==> config.mk <==
export PLATFORM = sky130hd
export DESIGN_NAME = fifo_rd_ctrl
export DESIGN_NICKNAME = d
export VERILOG_FILES = /design/src/rtl/fifo_pkg.sv /design/src/rtl/fifo_rd_skid.sv /design/src/rtl/fifo_rd_ctrl.sv
export SDC_FILE = /design/constraint.sdc
export NUM_CORES = 1
export LEC_CHECK = 0
export BUFFER_PORTS_ARGS = -buffer_cell sky130_fd_sc_hd__buf_2
export CAP_MARGIN = 30
export CORE_MARGIN = 4
export CORE_UTILIZATION = 30
export CTS_CLUSTER_SIZE = 14
export DETAILED_ROUTE_END_ITERATION = 12
export PLACE_DENSITY_LB_ADDON = 0.12
export SLEW_MARGIN = 20
export SYNTH_ARGS = -nofsm -noshare
export SYNTH_HDL_FRONTEND = slang
export SYNTH_SLANG_ARGS = --single-unit
export TNS_END_PERCENT = 100
==> constraint.sdc <==
create_clock -name clk -period 1.93 [get_ports clk]
set_input_delay 0 -clock clk [delete_from_list [all_inputs] [get_ports clk]]
set_output_delay 0 -clock clk [all_outputs]
set_load 0.01 [all_outputs]
==> src/rtl/fifo_pkg.sv <==
// fifo_pkg: shared definitions for the FIFO read-side controller.
//   D_WIDTH    : default stream / FIFO data width
//   W_WIDTH    : width of the 2-entry buffer occupancy count (0..2)
//   rd_state_e : read controller FSM states
package fifo_pkg;

    localparam int D_WIDTH = 8;
    localparam int W_WIDTH = 2;

    typedef enum logic [1:0] {
        IDLE   = 2'd0,
        ACTIVE = 2'd1,
        DRAIN  = 2'd2,
        ERR    = 2'd3
    } rd_state_e;

endpackage

==> src/rtl/fifo_rd_skid.sv <==
// fifo_rd_skid: 2-entry in-order buffer between the FIFO read port and the
// output stream.
//   clk, rst_n : clock, asynchronous active-low reset
//   push, din  : write din at the tail
//   pop        : drop the head entry
//   head       : current head entry (stable until popped)
//   occ        : number of valid entries, 0..2
// The caller guarantees push never happens with occ==2 unless pop is also set.
module fifo_rd_skid
    import fifo_pkg::*;
#(
    parameter int D_W = D_WIDTH
) (
    input  logic               clk,
    input  logic               rst_n,
    input  logic               push,
    input  logic [D_W-1:0]     din,
    input  logic               pop,
    output logic [D_W-1:0]     head,
    output logic [W_WIDTH-1:0] occ
);

    logic [D_W-1:0]     mem_q [2];
    logic [D_W-1:0]     mem_d [2];
    logic               wr_ptr_q, wr_ptr_d;
    logic               rd_ptr_q, rd_ptr_d;
    logic [W_WIDTH-1:0] occ_q, occ_d;

    always_comb begin
        mem_d    = mem_q;
        wr_ptr_d = wr_ptr_q;
        rd_ptr_d = rd_ptr_q;
        if (push) begin
            mem_d[wr_ptr_q] = din;
            wr_ptr_d        = ~wr_ptr_q;
        end
        if (pop) begin
            rd_ptr_d = ~rd_ptr_q;
        end
        // Simultaneous push and pop leaves occupancy unchanged.
        occ_d = occ_q + W_WIDTH'(push) - W_WIDTH'(pop);
    end

    always_ff @(posedge clk or negedge rst_n) begin
        if (!rst_n) begin
            mem_q    <= '{default: '0};
            wr_ptr_q <= 1'b0;
            rd_ptr_q <= 1'b0;
            occ_q    <= '0;
        end else begin
            mem_q    <= mem_d;
            wr_ptr_q <= wr_ptr_d;
            rd_ptr_q <= rd_ptr_d;
            occ_q    <= occ_d;
        end
    end

    assign head = mem_q[rd_ptr_q];
    assign occ  = occ_q;

endmodule

==> src/rtl/fifo_rd_ctrl.sv <==
// fifo_rd_ctrl: pops words out of a synchronous FIFO (1-cycle read latency)
// and presents them as a valid/ready stream through a 2-entry buffer.
//   clk, rst_n       : clock, asynchronous active-low reset
//   en               : read enable
//   pop              : pop request to the FIFO (combinational)
//   data_out         : FIFO read data, valid the cycle after pop
//   empty            : FIFO empty
//   pop_err_on_empty : FIFO error pulse for the previous pop
//   m_valid/m_data/m_ready : output stream
//   err_clr, err     : sticky error clear / flag
//   busy             : not IDLE or buffer holds data
//   pop_cnt          : number of words captured (wraps)
//
// state  | meaning
// IDLE   | waiting for en
// ACTIVE | issuing pops while credit allows
// DRAIN  | en dropped, waiting for the last in-flight word
// ERR    | FIFO reported a bad pop; no pops until err_clr
module fifo_rd_ctrl
    import fifo_pkg::*;
#(
    parameter int D_W   = D_WIDTH,
    parameter int CNT_W = 16
) (
    input  logic             clk,
    input  logic             rst_n,
    input  logic             en,
    output logic             pop,
    input  logic [D_W-1:0]   data_out,
    input  logic             empty,
    input  logic             pop_err_on_empty,
    output logic             m_valid,
    output logic [D_W-1:0]   m_data,
    input  logic             m_ready,
    input  logic             err_clr,
    output logic             err,
    output logic             busy,
    output logic [CNT_W-1:0] pop_cnt
);

    rd_state_e          state_q, state_d;
    logic               inflight_q, inflight_d;
    logic               err_q, err_d;
    logic [CNT_W-1:0]   pop_cnt_q, pop_cnt_d;
    logic [W_WIDTH-1:0] occ;
    logic               xfer;
    logic               capture;
    logic               err_cap;
    logic [2:0]         credit_used;

    assign m_valid = (occ != '0);
    assign xfer    = m_valid && m_ready;
    assign capture = inflight_q && !pop_err_on_empty;
    assign err_cap = inflight_q && pop_err_on_empty;

    // Entries committed after this edge if nothing new is popped: words
    // already buffered plus the one in flight, minus one leaving now.
    // Popping only while this is below 2 keeps the buffer from overflowing.
    assign credit_used = 3'(occ) + 3'(inflight_q) - 3'(xfer);
    assign pop = (state_q == ACTIVE) && en && !empty && (credit_used < 3'd2);

    always_comb begin
        state_d = state_q;
        case (state_q)
            IDLE:    if (en) state_d = ACTIVE;
            ACTIVE:  if (!en) state_d = inflight_q ? DRAIN : IDLE;
            DRAIN:   if (!inflight_q) state_d = IDLE;
            ERR:     if (err_clr) state_d = IDLE;
            default: state_d = IDLE;
        endcase
        // An error capture overrides everything, including err_clr.
        if (err_cap) state_d = ERR;

        inflight_d = pop;
        err_d      = (state_d == ERR);
        pop_cnt_d  = pop_cnt_q + CNT_W'(capture);
    end

    always_ff @(posedge clk or negedge rst_n) begin
        if (!rst_n) begin
            state_q    <= IDLE;
            inflight_q <= 1'b0;
            err_q      <= 1'b0;
            pop_cnt_q  <= '0;
        end else begin
            state_q    <= state_d;
            inflight_q <= inflight_d;
            err_q      <= err_d;
            pop_cnt_q  <= pop_cnt_d;
        end
    end

    fifo_rd_skid #(
        .D_W (D_W)
    ) u_skid (
        .clk   (clk),
        .rst_n (rst_n),
        .push  (capture),
        .din   (data_out),
        .pop   (xfer),
        .head  (m_data),
        .occ   (occ)
    );

    assign err     = err_q;
    assign busy    = (state_q != IDLE) || m_valid;
    assign pop_cnt = pop_cnt_q;

endmodule

---- Yosys cells after proc, flatten, opt, wreduce, memory -nomap -nowiden ----
Index checks and enable logic that the tools add are counted.
word-level totals
  bits in registers ....................... 40
  bits of input ports ..................... 15
  logic and storage cells ................. 52
cells by class
  $add $sub $neg .......................... 5
  order comparisons ....................... 4
  equality and inequality tests ........... 4
  mux-type cells .......................... 13
  bitwise logic cells ..................... 4
  reductions and logical operators ........ 13
operators by type and width
  operator                                                               count
  8-bit two-way mux                                                      4
  16-bit by 1-bit adder with 16-bit output                               1
  16-bit bitwise mux                                                     1
  2-bit two-way mux                                                      6
  8-bit demux with 1-bit select                                          1
  2-bit case mux with 4 select lines                                     1
  1-bit logical AND                                                      7
  2-bit equality test, second input constant                             3
  2-bit >= comparator, second input constant                             2
  1-bit NOT with 2-bit output                                            2
  2-bit nonzero test                                                     2
  2-bit by 1-bit adder with 3-bit output                                 1
  3-bit by 2-bit < comparator with 1-bit output, second input constant   1
  3-bit by 1-bit subtractor with 3-bit output                            1
  2-bit by 1-bit adder with 2-bit output                                 1
  2-bit by 1-bit equality test with 1-bit output, second input constant  1
  1-bit zero test                                                        2
  2-bit zero test                                                        1
  2-bit by 1-bit < comparator with 1-bit output, second input constant   1
  1-bit NOT                                                              2
  2-bit by 1-bit subtractor with 2-bit output                            1
  1-bit logical OR                                                       1

---- Depth between registers and ports, before layout ----
  depth in word-level cells ............... 6
  gate-level depth with buffers ........... 9
  depth with buffers taken out ............ 9

---- Hierarchy ----
From an unflattened synthesis, not the netlist that was laid out.
second synthesis, totals
  cells, all modules ...................... 136
  area, all modules ....................... 1819.2 um2
modules (own cells, without submodules)
  module        times used  cells each  area each (um2)  sequential area each (um2)
  fifo_rd_ctrl  1           80          944.7            500.5
  fifo_rd_skid  1           56          874.6            500.5

---- Least setup slack after synthesis ----
No wires, ideal clock.
  path kind ............................... reg-to-reg
  from .................................... register u_skid.occ_q[1] (netlist: u_skid.occ[1])
  to ...................................... register inflight_q
  arrival time ............................ 2.141 ns
  data required time ...................... 1.753 ns
  setup slack ............................. -0.388 ns
  cell stages (with the launch flop) ...... 10
  path buffers ............................ 0
  path through ............................ dfrtp_1 > inv_1 > nand2_1 > and2_1 > ha_1 > inv_1 > nand2_1 > fa_1 > xor2_1 > nor4_1
on the way
  word-level cells in the longest chain between the ends .. 5
  elaborated cells between the ends (all ways) .. 6
  those cells by class .................... add/sub (2); order compare (1); reduce/logical (3)
RTL lines
  item                                           line                source
  from (decl)                                    fifo_rd_skid.sv:27  logic [W_WIDTH-1:0] occ_q, occ_d;
  from (signal assigned)                         fifo_rd_skid.sv:49  occ_q <= '0;
  from (signal assigned)                         fifo_rd_skid.sv:54  occ_q <= occ_d;
  2-bit nonzero test                             fifo_rd_ctrl.sv:51  assign m_valid = (occ != '0);
  net m_valid                                    fifo_rd_ctrl.sv:32  output logic m_valid,
  1-bit logical AND                              fifo_rd_ctrl.sv:52  assign xfer = m_valid && m_ready;
  net u_skid.pop                                 fifo_rd_skid.sv:18  input logic pop,
  3-bit by 1-bit subtractor with 3-bit output    fifo_rd_ctrl.sv:59  assign credit_used = 3'(occ) + 3'(inflight_q) - 3'(xfer);
  3-bit by 2-bit < comparator with 1-bit output  fifo_rd_ctrl.sv:60  assign pop = (state_q == ACTIVE) && en && !empty && (credit_used < 3'd2);
  1-bit logical AND                              fifo_rd_ctrl.sv:60
  net pop                                        fifo_rd_ctrl.sv:28  output logic pop,
  to (signal assigned)                           fifo_rd_ctrl.sv:87  inflight_q <= inflight_d;
  to (decl)                                      fifo_rd_ctrl.sv:42  logic inflight_q, inflight_d;
The timed path passes the listed nets, and every way through them passes these cells.
A chain may end at the register's enable or synchronous reset.

---- Final worst setup path ----
  from .................................... register u_skid.occ_q[1] (netlist: u_skid.occ[1])
  to ...................................... output port pop
on the way
  word-level cells in the longest chain between the ends .. 5
  elaborated cells between the ends (all ways) .. 6
  those cells by class .................... add/sub (2); order compare (1); reduce/logical (3)
RTL lines
  item                                           line
  2-bit nonzero test                             fifo_rd_ctrl.sv:51
  1-bit logical AND                              fifo_rd_ctrl.sv:52
  net u_skid.pop                                 fifo_rd_skid.sv:18
  3-bit by 1-bit subtractor with 3-bit output    fifo_rd_ctrl.sv:59
  3-bit by 2-bit < comparator with 1-bit output  fifo_rd_ctrl.sv:60
  1-bit logical AND                              fifo_rd_ctrl.sv:60
  to (decl)                                      fifo_rd_ctrl.sv:28
The timed path passes the listed nets, and every way through them passes these cells.

==> results.cfg <==
[status]
status = complete, but fails checks
violations = negative setup slack

[routing]
wl_per_cell_um = 13.2
via_count = 1241
ant_nets = 0
drt_iter0_markers = 36
wl_um = 3610
route.detailed.drc = 0
firstDrtPassIters = 4
vias_per_cell = 4.53

[global_route]
grt_pass1_wl_um = 6100
antenna_found_initial = 0
first_global_vias = 1325
grt.total_usage_pct = 10.5
grt_overflow = 0
grt_max_degree = 41

[yosys]
synth_top_area_share_pct = 56.4
post-synth-top-count-cell = dfrtp_1
synth-edff-count = 0
syn-cell-area_um2 = 1770
synth_seq_area_share_pct = 56.4
syn_nets = 153
async_flop_share_pct = 100
synth_largest_area_cell = dfrtp_1
yosys_register_bits = 40
synth.top_cells.by_area = dfrtp_1 (56%), mux2_2 (15%), xor2_1 (5.4%)
avgSynthCellArea_um2 = 13.4
synthCells = 132
synth_flop_cell = dfrtp_1
synthDistinctLibCells = 26
ys_warn_count = 0
synth_common_cells = dfrtp_1 (40), mux2_2 (24), xor2_1 (11), nand2_1 (9), xnor2_1 (8)

[critical_path]
critPathSlowestCell = fa_2
path_depth = 10
path_max_fanout = 2
reg2reg_slack_ns = -0.01
r2r-end = inflight_q
required_ns = 1.93
arrival_ns = 2.19
critPathCaptureType = output port
rr_startpoint = u_skid.occ[1]
critPathBufInv = 3
cp-endpoint = pop
crit_chain = inv_2 > nand2_2 > and2_4 > ha_4 > inv_2 > nand2_2 > fa_2 > nand2_2 > nor4_4 > buf_2
critPathLaunchType = register
path_class = reg2out
cp_top_family = adder cells
crit_top_cell = nand2_2
ff2ff_path_depth = 10
cpPeakStageDelay_ns = 0.53
crit_path_start = u_skid.occ[1]

[clock_network]
clockBufferDepth = 2
cts_tree = built
clock_latency_ns = 0.28
cts.sinks = 40
h-tree-depth = 2
cts_buffers = 5
root_buffer = clkbuf_8
path_clk_slew_ns = 0.07

[placed_design]
hpwlAfterDp_um = 2590
preCtsSetupSlack_ns = -0.0254
io_buffers = 42
place_congestion = 0.786
placed_cells = 249

[timing]
clock.fmax_ghz = 0.457
max_slew_margin_pct = 70.6
fin_crit_ns = 2.19
worstMarginPinSlew_ns = 0.441
setup_violations = 2
finalCritPeriodShare_pct = 113
finClkSkew_ns = 0.00615
drv_slew = 0
hold_viol_final = 0
finalWorstSetupSlack_ns = -0.260
rsz0062_at_grt = true
holdWs_ns = 0.0543

[cells_and_area]
fin_nets = 222
finalNonFillerCells = 274
fin_util_pct = 42.7
ff_latch_area_um2 = 1000
fillers = 549
area_growth_pct = 34.9
multi_input_area_um2 = 782
n_antenna_cell = 0
drive_above_1_share_pct = 50.0

[floorplan]
dieArea_um2 = 7210
coreArea_um2 = 5610
start_util_pct = 31.6
ioPinCount = 43
die_h_um = 84.9
dieWidth_um = 84.9
row_count = 27

[power_and_ir_drop]
ir_drop_mv = 0.506
power_uw = 2770
power.density_nw_per_um2 = 1160
power.static_leakage_uw = 0.00123

[flow_run]
cap_violations = 0

[hold_path]
hold_path.class = in2reg
[what timing repair did]
item	in CTS	in global routing
setup buffers	4	1
pin swaps	4	0
setup endpoints to repair	1	2
hold buffers	11	0
resized for setup	3	0
endpoints found under the hold margin	58	0
[routing by layer]
| metal | up-vias | share of wire [%] | track usage (%) |
|---|---|---|---|
| met1 | 612 | 42 | 12.0 |
| met3 | 2 | 6.5 | 4.08 |
| li1 | 592 | - | - |
| met4 | 0 | 0.64 | 3.45 |
| met5 | - | 0 | 0 |
| met2 | 35 | 51 | 18.2 |
[metrics by stage]
step	TNS, ns	instance area, um^2
floorplan	-0.127	1800
global placement	0	2120
detailed placement	-0.0254	2120
CTS	-0.265	2370
global route	-0.417	2390
finish	-0.267	2390
[layout make-up]
type                            count  area share (%)
Timing Repair Buffer               64            17.4
Clock buffer                        8            3.76
Multi-Input combinational cell     86            32.7
Inverter                            4           0.627
Tap cell                           72            3.76
Sequential cell                    40            41.8
[cells in the final DEF (no fill, tap or decap), types with 2 or more instances in the layout]
| cell type | count |
|---|---|
| mux2_2 | 24 |
| nand3_1 | 7 |
| clkbuf_8 | 6 |
| inv_2 | 3 |
| nand4_1 | 2 |
| dfrtp_1 | 40 |
| xor2_1 | 11 |
| ha_1 | 4 |
| nand2_2 | 4 |
| clkbuf_1 | 2 |
| dlygate4sd3_1 | 11 |
| and4_4 | 2 |
| xnor2_1 | 8 |
| nand2b_1 | 2 |
| buf_2 | 42 |
| nand2_1 | 6 |
| buf_4 | 10 |
| nor2_1 | 4 |
[where the power goes]
part | switching, uW | total, uW | internal, uW
sequential | 164 | 1230 | 1070
combinational | 409 | 978 | 569
clock | 268 | 559 | 292
total | 841 | 2770 | 1930
[cells by family (layout without fill, tap and decap cells)]
group,Yosys count,count (layout),synth area share (%)
xor+xnor,19,19,9.38
fa+ha+maj,6,6,4.65
simple gates,35,35,11.8
mux,24,24,15.2
buf+inv,6,76,1.76
flops,40,40,56.4
compound gates,2,2,0.776
[worst reg2reg max path, stage by stage, from the launching register on]
cell	delay, ns
dfrtp_1	0.39
inv_2	0.07
nand2_2	0.05
and2_4	0.16
ha_4	0.21
inv_2	0.05
nand2_2	0.05
fa_2	0.53
nand2_2	0.06
nor4_4	0.16
buf_4	0.15
[worst min-delay path by stage]
| stage | slack (ns) | start | endpoint | cells past startpoint |
|---|---|---|---|---|
| 6_report | 0.05 | en | state_q[0] | 3 |
| 5_1_grt | 0.07 | en | state_q[0] | 3 |
| 4_1_cts | 0.03 | en | state_q[0] | 3 |
| 3_5_place_dp | 0.18 | rst_n | pop_cnt[10] | 1 |
| 3_3_place_gp | 0.16 | rst_n | pop_cnt[9] | 1 |
| 2_1_floorplan | -0.30 | rst_n | err | 0 |
[flip-flops by register name, indices dropped and copies added (netlist names)]
name             cells
u_skid.mem_q        16
u_skid.wr_ptr_q      1
state_q              2
inflight_q           1
pop_cnt             16
err                  1
u_skid.rd_ptr_q      1
u_skid.occ           2
(Power assumes the default switching activity.)
